[config.mk]
export PLATFORM = sky130hd
export DESIGN_NAME = alu_op_sequencer
export DESIGN_NICKNAME = d
export VERILOG_FILES = /design/src/rtl/alu_seq_pkg.sv /design/src/rtl/alu_op_sequencer.sv
export SDC_FILE = /design/constraint.sdc
export NUM_CORES = 1
export LEC_CHECK = 0
export CORE_ASPECT_RATIO = 1.75
export CORE_MARGIN = 3
export CORE_UTILIZATION = 45
export DETAILED_ROUTE_END_ITERATION = 8
export PLACE_DENSITY = 0.81
export SYNTH_ARGS = -nofsm -noshare
export SYNTH_HDL_FRONTEND = slang
export SYNTH_SLANG_ARGS = --single-unit
[constraint.sdc]
create_clock -name i_clk -period 2.8 [get_ports i_clk]
set_input_delay 0.42 -clock i_clk [delete_from_list [all_inputs] [get_ports i_clk]]
set_output_delay 0.42 -clock i_clk [all_outputs]
set_load 0.05 [all_outputs]
[src/rtl/alu_seq_pkg.sv]
// alu_seq_pkg: ALU {FS,C} codes, command opcodes and sequencer states
package alu_seq_pkg;

   localparam int WIDTH_DEF = 16;

   localparam logic [5:0] FSC_ADD    = 6'b101000;
   localparam logic [5:0] FSC_SUB    = 6'b101101;
   localparam logic [5:0] FSC_NEG    = 6'b100011;
   localparam logic [5:0] FSC_AND    = 6'b010000;
   localparam logic [5:0] FSC_OR     = 6'b011100;
   localparam logic [5:0] FSC_XOR    = 6'b001100;
   localparam logic [5:0] FSC_PASS_A = 6'b011000;
   localparam logic [5:0] FSC_SHL    = 6'b110000;
   localparam logic [5:0] FSC_ZERO   = 6'b000000;

   localparam logic [2:0] OP_ADD = 3'd0;
   localparam logic [2:0] OP_SUB = 3'd1;
   localparam logic [2:0] OP_AND = 3'd2;
   localparam logic [2:0] OP_OR  = 3'd3;
   localparam logic [2:0] OP_XOR = 3'd4;
   localparam logic [2:0] OP_NEG = 3'd5;
   localparam logic [2:0] OP_MUL = 3'd6;

   typedef logic [2:0] state_t;

   localparam state_t S_IDLE    = 3'd0;
   localparam state_t S_ISSUE   = 3'd1;
   localparam state_t S_MUL_ADD = 3'd2;
   localparam state_t S_MUL_SHL = 3'd3;
   localparam state_t S_RESP    = 3'd4;

   // Maps a single-pass opcode (0-5) to its ALU {FS,C} code
   function automatic logic [5:0] op_fsc(input logic [2:0] op);
      return (op == OP_ADD) ? FSC_ADD :
             (op == OP_SUB) ? FSC_SUB :
             (op == OP_AND) ? FSC_AND :
             (op == OP_OR)  ? FSC_OR  :
             (op == OP_XOR) ? FSC_XOR :
             (op == OP_NEG) ? FSC_NEG : FSC_ZERO;
   endfunction

endpackage

[src/rtl/alu_op_sequencer.sv]
// alu_op_sequencer: command/response front end driving a combinational ALU; MUL via shift-add loop when SEQ_MUL_EN is defined
module alu_op_sequencer
   import alu_seq_pkg::*;
#(
   parameter int WIDTH     = WIDTH_DEF,
   parameter int MUL_STEPS = WIDTH
)(
   input  logic             i_clk,
   input  logic             i_rst_n,
   input  logic             i_cmd_valid,
   output logic             o_cmd_ready,
   input  logic [2:0]       i_cmd_op,
   input  logic [WIDTH-1:0] i_cmd_a,
   input  logic [WIDTH-1:0] i_cmd_b,
   output logic             o_rsp_valid,
   input  logic             i_rsp_ready,
   output logic [WIDTH-1:0] o_rsp_data,
   output logic             o_rsp_err,
   output logic [WIDTH-1:0] o_alu_a,
   output logic [WIDTH-1:0] o_alu_b,
   output logic [4:0]       o_alu_fs,
   output logic             o_alu_c,
   input  logic [WIDTH-1:0] i_alu_out,
   output logic             o_busy
);

   state_t           r_state;
   logic [5:0]       r_fsc;
   logic [WIDTH-1:0] r_alu_a;
   logic [WIDTH-1:0] r_alu_b;
   logic             r_rsp_valid;
   logic [WIDTH-1:0] r_rsp_data;
   logic             r_rsp_err;
   logic             w_accept;
   logic             w_illegal;

   assign w_accept = i_cmd_valid && (r_state == S_IDLE);

`ifdef SEQ_MUL_EN
   localparam int SW = (MUL_STEPS > 1) ? $clog2(MUL_STEPS) : 1;
   logic [WIDTH-1:0] r_acc;
   logic [WIDTH-1:0] r_mcand;
   logic [WIDTH-2:0] r_mplier;
   logic [SW-1:0]    r_step;
   assign w_illegal = (i_cmd_op == 3'd7);
`else
   logic w_unused_cfg;
   assign w_unused_cfg = (MUL_STEPS != 0);
   assign w_illegal = (i_cmd_op >= OP_MUL);
`endif

   // Sequencer FSM: latches commands, steps the ALU and holds the response until taken
   always_ff @(posedge i_clk or negedge i_rst_n) begin
      if (!i_rst_n) begin
         r_state     <= S_IDLE;
         r_fsc       <= FSC_ZERO;
         r_alu_a     <= '0;
         r_alu_b     <= '0;
         r_rsp_valid <= 1'b0;
         r_rsp_data  <= '0;
         r_rsp_err   <= 1'b0;
`ifdef SEQ_MUL_EN
         r_acc       <= '0;
         r_mcand     <= '0;
         r_mplier    <= '0;
         r_step      <= '0;
`endif
      end else begin
         case (r_state)
            S_IDLE: begin
               if (w_accept) begin
                  if (w_illegal) begin
                     // Errors take one pass-free cycle through ISSUE so all non-MUL ops share the same latency
                     r_rsp_err  <= 1'b1;
                     r_rsp_data <= '0;
                     r_state    <= S_ISSUE;
                  end
`ifdef SEQ_MUL_EN
                  else if (i_cmd_op == OP_MUL) begin
                     r_acc    <= '0;
                     r_mcand  <= i_cmd_a;
                     r_mplier <= i_cmd_b[WIDTH-1:1];
                     r_step   <= '0;
                     r_alu_a  <= '0;
                     r_alu_b  <= i_cmd_a;
                     r_fsc    <= i_cmd_b[0] ? FSC_ADD : FSC_PASS_A;
                     r_state  <= S_MUL_ADD;
                  end
`endif
                  else begin
                     r_alu_a <= i_cmd_a;
                     r_alu_b <= (i_cmd_op == OP_NEG) ? '0 : i_cmd_b;
                     r_fsc   <= op_fsc(i_cmd_op);
                     r_state <= S_ISSUE;
                  end
               end
            end
            S_ISSUE: begin
               r_rsp_data  <= r_rsp_err ? '0 : i_alu_out;
               r_rsp_valid <= 1'b1;
               r_state     <= S_RESP;
            end
`ifdef SEQ_MUL_EN
            S_MUL_ADD: begin
               r_acc   <= i_alu_out;
               r_alu_a <= r_mcand;
               r_alu_b <= '0;
               r_fsc   <= FSC_SHL;
               r_state <= S_MUL_SHL;
            end
            S_MUL_SHL: begin
               // r_mplier already excludes the bit consumed by the pass just finished
               r_mcand  <= i_alu_out;
               r_mplier <= r_mplier >> 1;
               r_step   <= r_step + SW'(1);
               if (r_step == SW'(MUL_STEPS - 1)) begin
                  r_rsp_data  <= r_acc;
                  r_rsp_valid <= 1'b1;
                  r_state     <= S_RESP;
               end else begin
                  r_alu_a <= r_acc;
                  r_alu_b <= i_alu_out;
                  r_fsc   <= r_mplier[0] ? FSC_ADD : FSC_PASS_A;
                  r_state <= S_MUL_ADD;
               end
            end
`endif
            S_RESP: begin
               if (i_rsp_ready) begin
                  r_rsp_valid <= 1'b0;
                  r_rsp_err   <= 1'b0;
                  r_alu_a     <= '0;
                  r_alu_b     <= '0;
                  r_fsc       <= FSC_ZERO;
                  r_state     <= S_IDLE;
               end
            end
            default: r_state <= S_IDLE;
         endcase
      end
   end

   assign o_cmd_ready = (r_state == S_IDLE);
   assign o_busy      = (r_state != S_IDLE);
   assign o_rsp_valid = r_rsp_valid;
   assign o_rsp_data  = r_rsp_data;
   assign o_rsp_err   = r_rsp_err;
   assign o_alu_a     = r_alu_a;
   assign o_alu_b     = r_alu_b;
   assign o_alu_fs    = r_fsc[5:1];
   assign o_alu_c     = r_fsc[0];

endmodule

Yosys cells after proc, flatten, opt, wreduce, memory -nomap -nowiden:

Cells that the tools add are included.

* output and inout bits: 58
* input port bits: 55
* word-level logic and storage cells: 61
* flip-flop bits (word level): 59

* muxes and demuxes: 30
* magnitude comparators: 1
* eq/ne operators: 11
* reductions and logical operators: 12

Operators by type and width (count)
* 16-bit 2-to-1 mux: 9
* 16-bit one-hot mux with 2 select lines: 3
* 6-bit 2-to-1 mux: 9
* 6-bit one-hot mux with 2 select lines: 1
* 3-bit equality test, second input constant: 3
* 3-bit one-hot mux with 3 select lines: 1
* 4-bit AND reduction: 2
* 3-bit by 1-bit equality test with 1-bit output, second input constant: 2
* 3-bit by 2-bit equality test with 1-bit output, second input constant: 2
* 3-bit logical NOT: 2
* 3-bit 2-to-1 mux: 2
* 2-bit nonzero test: 3
* 2-bit by 1-bit != test with 1-bit output, second input constant: 2
* 2-bit != test, second input constant: 2
* 1-bit one-hot mux with 2 select lines: 2
* 2-bit AND reduction: 2
* 3-bit >= comparator, second input constant: 1
* 1-bit 2-to-1 mux: 3
* 3-bit AND reduction: 1
* 3-bit nonzero test: 1
* 1-bit logical AND: 1

Longest topological paths before layout:

Gate-level depths: netlist of the first run.

* depth in word-level cells: 10
* depth in mapped cells: 6
* depth with buffers taken out: 3

Worst setup path after synthesis of the first run:

No wires, ideal clock.

* path kind: flip-flop to output port
* from: reg r_state[0]
* to: out o_busy
* cell stages (with the launch flop): 5
* path buffers: 2
* arrival time: 1748 ps
* slack: 632 ps
* data required time: 2380 ps
* cells stage by stage: dfrtp_1 buf_2 clkbuf_1 nor2_1 inv_2

* cells in the longest elaborated chain, start to end: 1

Ends and longest elaborated chain
* start: declaration: RTL line alu_op_sequencer.sv:27 `state_t r_state;`
* start signal: assignment: RTL line alu_op_sequencer.sv:55 `r_state <= S_IDLE;`
* start signal: assignment: RTL line alu_op_sequencer.sv:76 `r_state <= S_ISSUE;`
* start signal: assignment: RTL line alu_op_sequencer.sv:94 `r_state <= S_ISSUE;`
* 3-bit nonzero test: RTL line alu_op_sequencer.sv:144 `assign o_busy = (r_state != S_IDLE);`
* end: declaration: RTL line alu_op_sequencer.sv:24 `output logic o_busy`

No other way between the ends.

Final worst setup path of the first run:

Same ends and word-level chain as after synthesis.

==> results of run 1 <==
[final timing paths]
check	slack (ns)	depth (start not counted)	endpoint	start
min reg2reg	0.50	1	o_rsp_data[2]$_DFFE_PN0P_	o_rsp_data[2]$_DFFE_PN0P_
max	0.70	3	o_busy	r_state[0]$_DFFE_PN0P_
min	0.03	1	o_rsp_data[3]$_DFFE_PN0P_	i_rst_n
max in group asynchronous	1.91	2	o_alu_a[10]$_DFFE_PN0P_	i_rst_n
max reg2reg	0.93	3	o_rsp_data[2]$_DFFE_PN0P_	r_state[0]$_DFFE_PN0P_
min in group i_clk	0.50	1	o_rsp_data[2]$_DFFE_PN0P_	o_rsp_data[2]$_DFFE_PN0P_
[metal layers]
layer	global-route usage	part of all wire	up-vias
met5	0	0	-
met4	0.0875	0.024	0
met3	0.0460	0.044	13
met2	0.405	0.56	88
met1	0.269	0.38	1243
li1	-	-	1174
[state kept, by name, summed over array words and instances (netlist names)]
register and count:
o_rsp_valid 1, r_fsc 6, o_rsp_err 1, o_rsp_data 16, r_state 2, o_alu_b 16, o_alu_a 16
[cells by family (layout without fill, tap and decap cells)]
| logic type | after synthesis | in the layout | synth area share |
|---|---|---|---|
| AO/OA/AOI/OAI | 83 | 83 | 0.249 |
| buffers and inverters | 46 | 157 | 0.0960 |
| flip-flops | 58 | 58 | 0.523 |
| AND/OR/NAND/NOR | 75 | 75 | 0.133 |
[cell type report]
type / instances / share of cell area
Clock buffer: 11 / 0.0322
Clock inverter: 5 / 0.0193
Inverter: 22 / 0.0203
Multi-Input combinational cell: 158 / 0.260
Sequential cell: 58 / 0.356
Tap cell: 78 / 0.0239
Timing Repair Buffer: 119 / 0.288
[stage by stage]
| step | setup slack (ns) | util | instance area (sq um) |
|---|---|---|---|
| 6_report | 0.702 | 0.688 | 4080 |
| 3_3_place_gp | 0.775 | 0.653 | 3870 |
| 2_1_floorplan | 0.632 | - | 2780 |
| 4_1_cts | 0.677 | 0.688 | 4080 |
| 5_1_grt | 0.602 | 0.688 | 4080 |
| 3_5_place_dp | 0.677 | 0.653 | 3870 |
[cell usage in the layout, fill, tap and decap left out, types with 2 or more instances in the layout]
cell type / instances
clkdlybuf4s50_1: 109
dfrtp_1: 58
nand2_1: 43
o211ai_1: 22
inv_1: 20
nand3_1: 19
a221oi_1: 16
a221o_1: 16
a22o_1: 16
clkbuf_8: 9
buf_4: 8
nor2_1: 3
o21ai_1: 3
a21oi_1: 3
inv_2: 2
bufinv_16: 2
clkbuf_1: 2
clkinv_2: 2
[report_power, final]
group | switching (mW) | total, mW | internal [mW] | leakage, nW
Combinational | 2.11 | 3.28 | 1.16 | 0.904
Sequential | 0.326 | 1.55 | 1.22 | 0.734
Clock | 0.323 | 0.823 | 0.500 | 0.107
Total | 2.76 | 5.65 | 2.88 | 1.75
==> flow_metrics.py, run 1 <==
metrics = {
    "logic_synthesis": {
        "synth_top_cell_by_area": "dfrtp_1",
        "ys_types": 35,
        "yosys_register_bits": 58,
        "async_flop_share": 1.00,
        "synth_top_flop_cell": "dfrtp_1",
        "synth_area_sq_um": 2780,
        "yosysWarnings": 0,
        "ys_seq_area_frac": 0.523,
        "synth.area.top_cells": "dfrtp_1, o211ai_1, nand2_1",
        "synth_most_common_cell": "dfrtp_1",
        "netlist.area_leader.share": 0.523,
        "syn_area_per_cell_sq_um": 10.6,
        "synth-edff-count": 0,
        "syn-num-nets": 317,
        "ys_top_cells_by_count": "dfrtp_1, nand2_1, o211ai_1",
        "synth_cells": 262,
    },
    "global_routing": {
        "grt_start_max_net_pins": 40,
        "overflow": 0,
        "grt_pass1_vias": 2485,
        "grt_pass1_wl_mm": 12.5,
        "antenna_found_initial": 0,
        "track_usage": 0.229,
    },
    "place": {
        "port-buffer-count": 112,
        "gp_congestion": 0.774,
        "dp_cells": 435,
        "hpwl_mm": 5.61,
    },
    "clock_tree": {
        "cts_root_buf": "clkbuf_8",
        "cts_hold_buf": 0,
        "clock_sinks": 58,
        "htreeDepth": 3,
        "cts.reportedPaths.clkPinSlew_ns": 0.07,
        "clock_path_buffers": 2,
        "cts_buffers": 9,
        "cts_resized": 0,
        "cts_tree": "done",
        "post_cts_buffers": 0,
        "clk_latency_ns": 0.33,
    },
    "pwr": {
        "p_leak_nw": 1.75,
        "p_total_mw": 5.65,
        "peakVddDrop_uv": 680,
        "power_density_nw_per_um2": 1380,
    },
    "final_layout": {
        "fillers": 494,
        "stdcell_count": 451,
        "nNetsFinal": 423,
        "drive_gt1_frac": 0.0912,
        "area_growth_syn_to_layout_pct": 46.8,
        "multi_input_area_sq_um": 1060,
        "antenna_cells": 0,
        "regArea_sq_um": 1450,
    },
    "drt": {
        "drt_iter0_drc": 208,
        "vias": 2518,
        "wl_mm": 7.78,
        "wl_per_cell_um": 17.2,
        "routed_via_density": 5.58,
        "remaining_drc_errors": 0,
        "first_pass_iters": 4,
        "ant_nets": 0,
    },
    "worst_setup_path": {
        "crit_family": "flip-flops",
        "crit_arrival_ns": 1.68,
        "critPathMaxStageDelay_ns": 0.91,
        "cp.required_ns": 2.38,
        "cp_num_buf_inv": 2,
        "critPathCaptureType": "output port",
        "worst-setup-path-type": "reg -> out",
        "crit_chain": "nor2_1, inv_2, buf_12",
        "critPathMaxFanout": 23,
        "slowest_stage": "dfrtp_1",
        "crit_path_start_kind": "flip-flop",
    },
    "sta": {
        "rsz0062_at_grt": "false",
        "hold_violations": 0,
        "tns_ns": 0,
        "min_period_ns": 2.10,
        "final.period_utilization": 0.749,
        "timing.fmax_ghz": 0.477,
        "setup_viol_count_final": 0,
        "relSlewSlack": 0.422,
        "tightest_slew_ns": 0.867,
        "maxSlewViolCount": 0,
        "finalClockSkew_ns": 0.00975,
        "hold-worst-slack_ns": 0.0338,
    },
    "floorplan": {
        "dieHeight_um": 110,
        "core_area_sq_um": 5930,
        "io_pins": 113,
        "dieArea_sq_um": 7190,
        "rows": 37,
        "fp.dieW_um": 65.4,
        "initial_core_util": 0.469,
    },
    "min_path": {
        "hp-class": "in -> async",
    },
    "run_status": {
        "status": "finished, final reports clean",
    },
    "run": {
        "max-cap-violations": 0,
    },
}
Note: power is estimated with default switching activity, not from simulation.
==> run 2, diff against run 1 <==
- CORE_UTILIZATION: 45 -> 43
- PLACE_DENSITY: 0.81 -> 0.78
- clock period: 2.8 -> 2 ns (I/O delays scaled with it)
==> flow_metrics.py, run 2 (synthesized netlist as in run 1, its figures left out) <==
metrics = {
    "sta": {
        "rsz0062_at_grt": "false",
        "tightest_slew_ns": 0.692,
        "timing.fmax_ghz": 0.523,
        "min_period_ns": 1.91,
        "final.period_utilization": 0.957,
        "setup_viol_count_final": 0,
        "maxSlewViolCount": 0,
        "relSlewSlack": 0.539,
        "finalClockSkew_ns": 0.00584,
        "tns_ns": 0,
        "hold_violations": 0,
    },
    "global_routing": {
        "grt_start_max_net_pins": 59,
        "antenna_found_initial": 0,
        "grt_pass1_wl_mm": 12.3,
        "grt_pass1_vias": 2606,
        "track_usage": 0.216,
        "overflow": 0,
    },
    "final_layout": {
        "antenna_cells": 0,
        "final_cell_mix": "clkdlybuf4s50_1, dfrtp_1, nand2_1",
        "final_common_cell": "clkdlybuf4s50_1",
        "stdcell_count": 459,
        "fin_area_sq_um": 4200,
        "nNetsFinal": 429,
        "area_growth_syn_to_layout_pct": 51.3,
        "drive_gt1_frac": 0.108,
    },
    "min_path": {
        "hp-class": "in -> async",
    },
    "floorplan": {
        "initial_core_util": 0.446,
        "io_pins": 113,
        "dieArea_sq_um": 7500,
        "core_area_sq_um": 6230,
        "fp.dieW_um": 66.8,
        "rows": 38,
        "dieHeight_um": 112,
    },
    "worst_setup_path": {
        "r2r-end": "o_rsp_data[0]$_DFFE_PN0P_",
        "cp_num_buf_inv": 1,
        "rr_worst_depth": 4,
        "crit_arrival_ns": 1.61,
        "slowest_stage": "clkdlybuf4s50_1",
        "worst-setup-path-type": "reg -> out",
        "critPathMaxFanout": 4,
        "reg2reg_slack_ns": 0.34,
        "critPathMaxStageDelay_ns": 0.85,
        "cp.depth": 1,
        "timing.rr.start": "r_state[0]$_DFFE_PN0P_",
        "critPathCaptureType": "output port",
        "crit_family": "buffers and inverters",
        "crit_path_start_kind": "flip-flop",
        "cp.required_ns": 1.70,
        "crit_chain": "clkdlybuf4s50_1",
    },
    "place": {
        "dp_cells": 442,
        "gp_congestion": 0.803,
        "port-buffer-count": 112,
        "hpwl_mm": 5.56,
        "placed_area_sq_um": 3960,
    },
    "drt": {
        "drt_iter0_drc": 153,
        "remaining_drc_errors": 0,
        "routed_via_density": 5.53,
        "ant_nets": 0,
        "wl_per_cell_um": 16.7,
        "first_pass_iters": 4,
        "wl_mm": 7.69,
        "vias": 2537,
    },
    "pwr": {
        "peakVddDrop_uv": 1050,
        "p_leak_nw": 1.80,
        "power_density_nw_per_um2": 1940,
    },
    "run_status": {
        "status": "finished, final reports clean",
    },
    "clock_tree": {
        "cts_root_buf": "clkbuf_8",
        "clock_path_buffers": 2,
        "clk_latency_ns": 0.32,
        "post_cts_buffers": 0,
        "clock_sinks": 58,
        "cts_tree": "done",
        "cts.reportedPaths.clkPinSlew_ns": 0.07,
        "htreeDepth": 3,
        "cts_resized": 0,
        "cts_buffers": 9,
    },
    "run": {
        "max-cap-violations": 0,
    },
}
-- run 2: cell count changes in the layout (fill, tap and decap cells not counted) --
cell           before  now
buf_12              1    5
buf_4               8    9
bufinv_16           2    3
clkbuf_1            2    1
clkinv_2            2    3
clkinv_4            1    0
dlygate4sd3_1       0    1
nor2_1              3    2
nor2_2              0    1
-- run 2: worst max-delay path by stage --
stage / slack [ns] / to / startpoint
5_1_grt: 0.04 / o_rsp_err / o_rsp_err$_DFFE_PN0P_
3_3_place_gp: 0.13 / o_alu_a[9]$_DFFE_PN0P_ / i_cmd_op[1]
3_5_place_dp: 0.07 / o_alu_a[9]$_DFFE_PN0P_ / i_cmd_op[1]
2_1_floorplan: 0.23 / o_busy / r_state[0]$_DFFE_PN0P_
4_1_cts: 0.06 / o_rsp_err / o_rsp_err$_DFFE_PN0P_
6_report: 0.09 / o_rsp_err / o_rsp_err$_DFFE_PN0P_
-- run 2: what timing repair did --
item	4_1_cts	5_1_grt
hold buffers	1	0
hold endpoints to repair	58	0
endpoints found under the setup margin	0	0
-- run 2: routing by layer --
metal,up-vias,part of all wire,global-route usage
met5,-,0,0
met4,0,0.026,0.0991
met3,15,0.042,0.0490
met2,86,0.55,0.364
met1,1252,0.38,0.254
li1,1184,-,-
-- run 2: layout make-up --
| cell class | instances | area (sq um) |
|---|---|---|
| multi-input cells | 158 | 1060 |
| inverters | 22 | 82.6 |
| flip-flops and latches | 58 | 1450 |
| fillers | 496 | 2030 |
| repair buffers | 125 | 1270 |
| clock buffers | 10 | 128 |
| well taps | 80 | 100 |
| clock inverters | 6 | 105 |
-- run 2: power by group --
group	switching [mW]	internal, mW
Clock	0.452	0.822
Sequential	0.461	1.71
Combinational	2.99	1.73
Total	3.90	4.26
-- run 2: stage by stage --
step                 util  worst slack (ns)  power [mW]  hold WS [ns]
floorplan               -             0.234        5.29       0.00441
global placement    0.636             0.128        6.81         0.323
detailed placement  0.636            0.0702        6.91         0.325
CTS                 0.675            0.0589        8.22         0.511
global route        0.675            0.0428        8.55         0.524
finish              0.675            0.0865        8.16         0.505
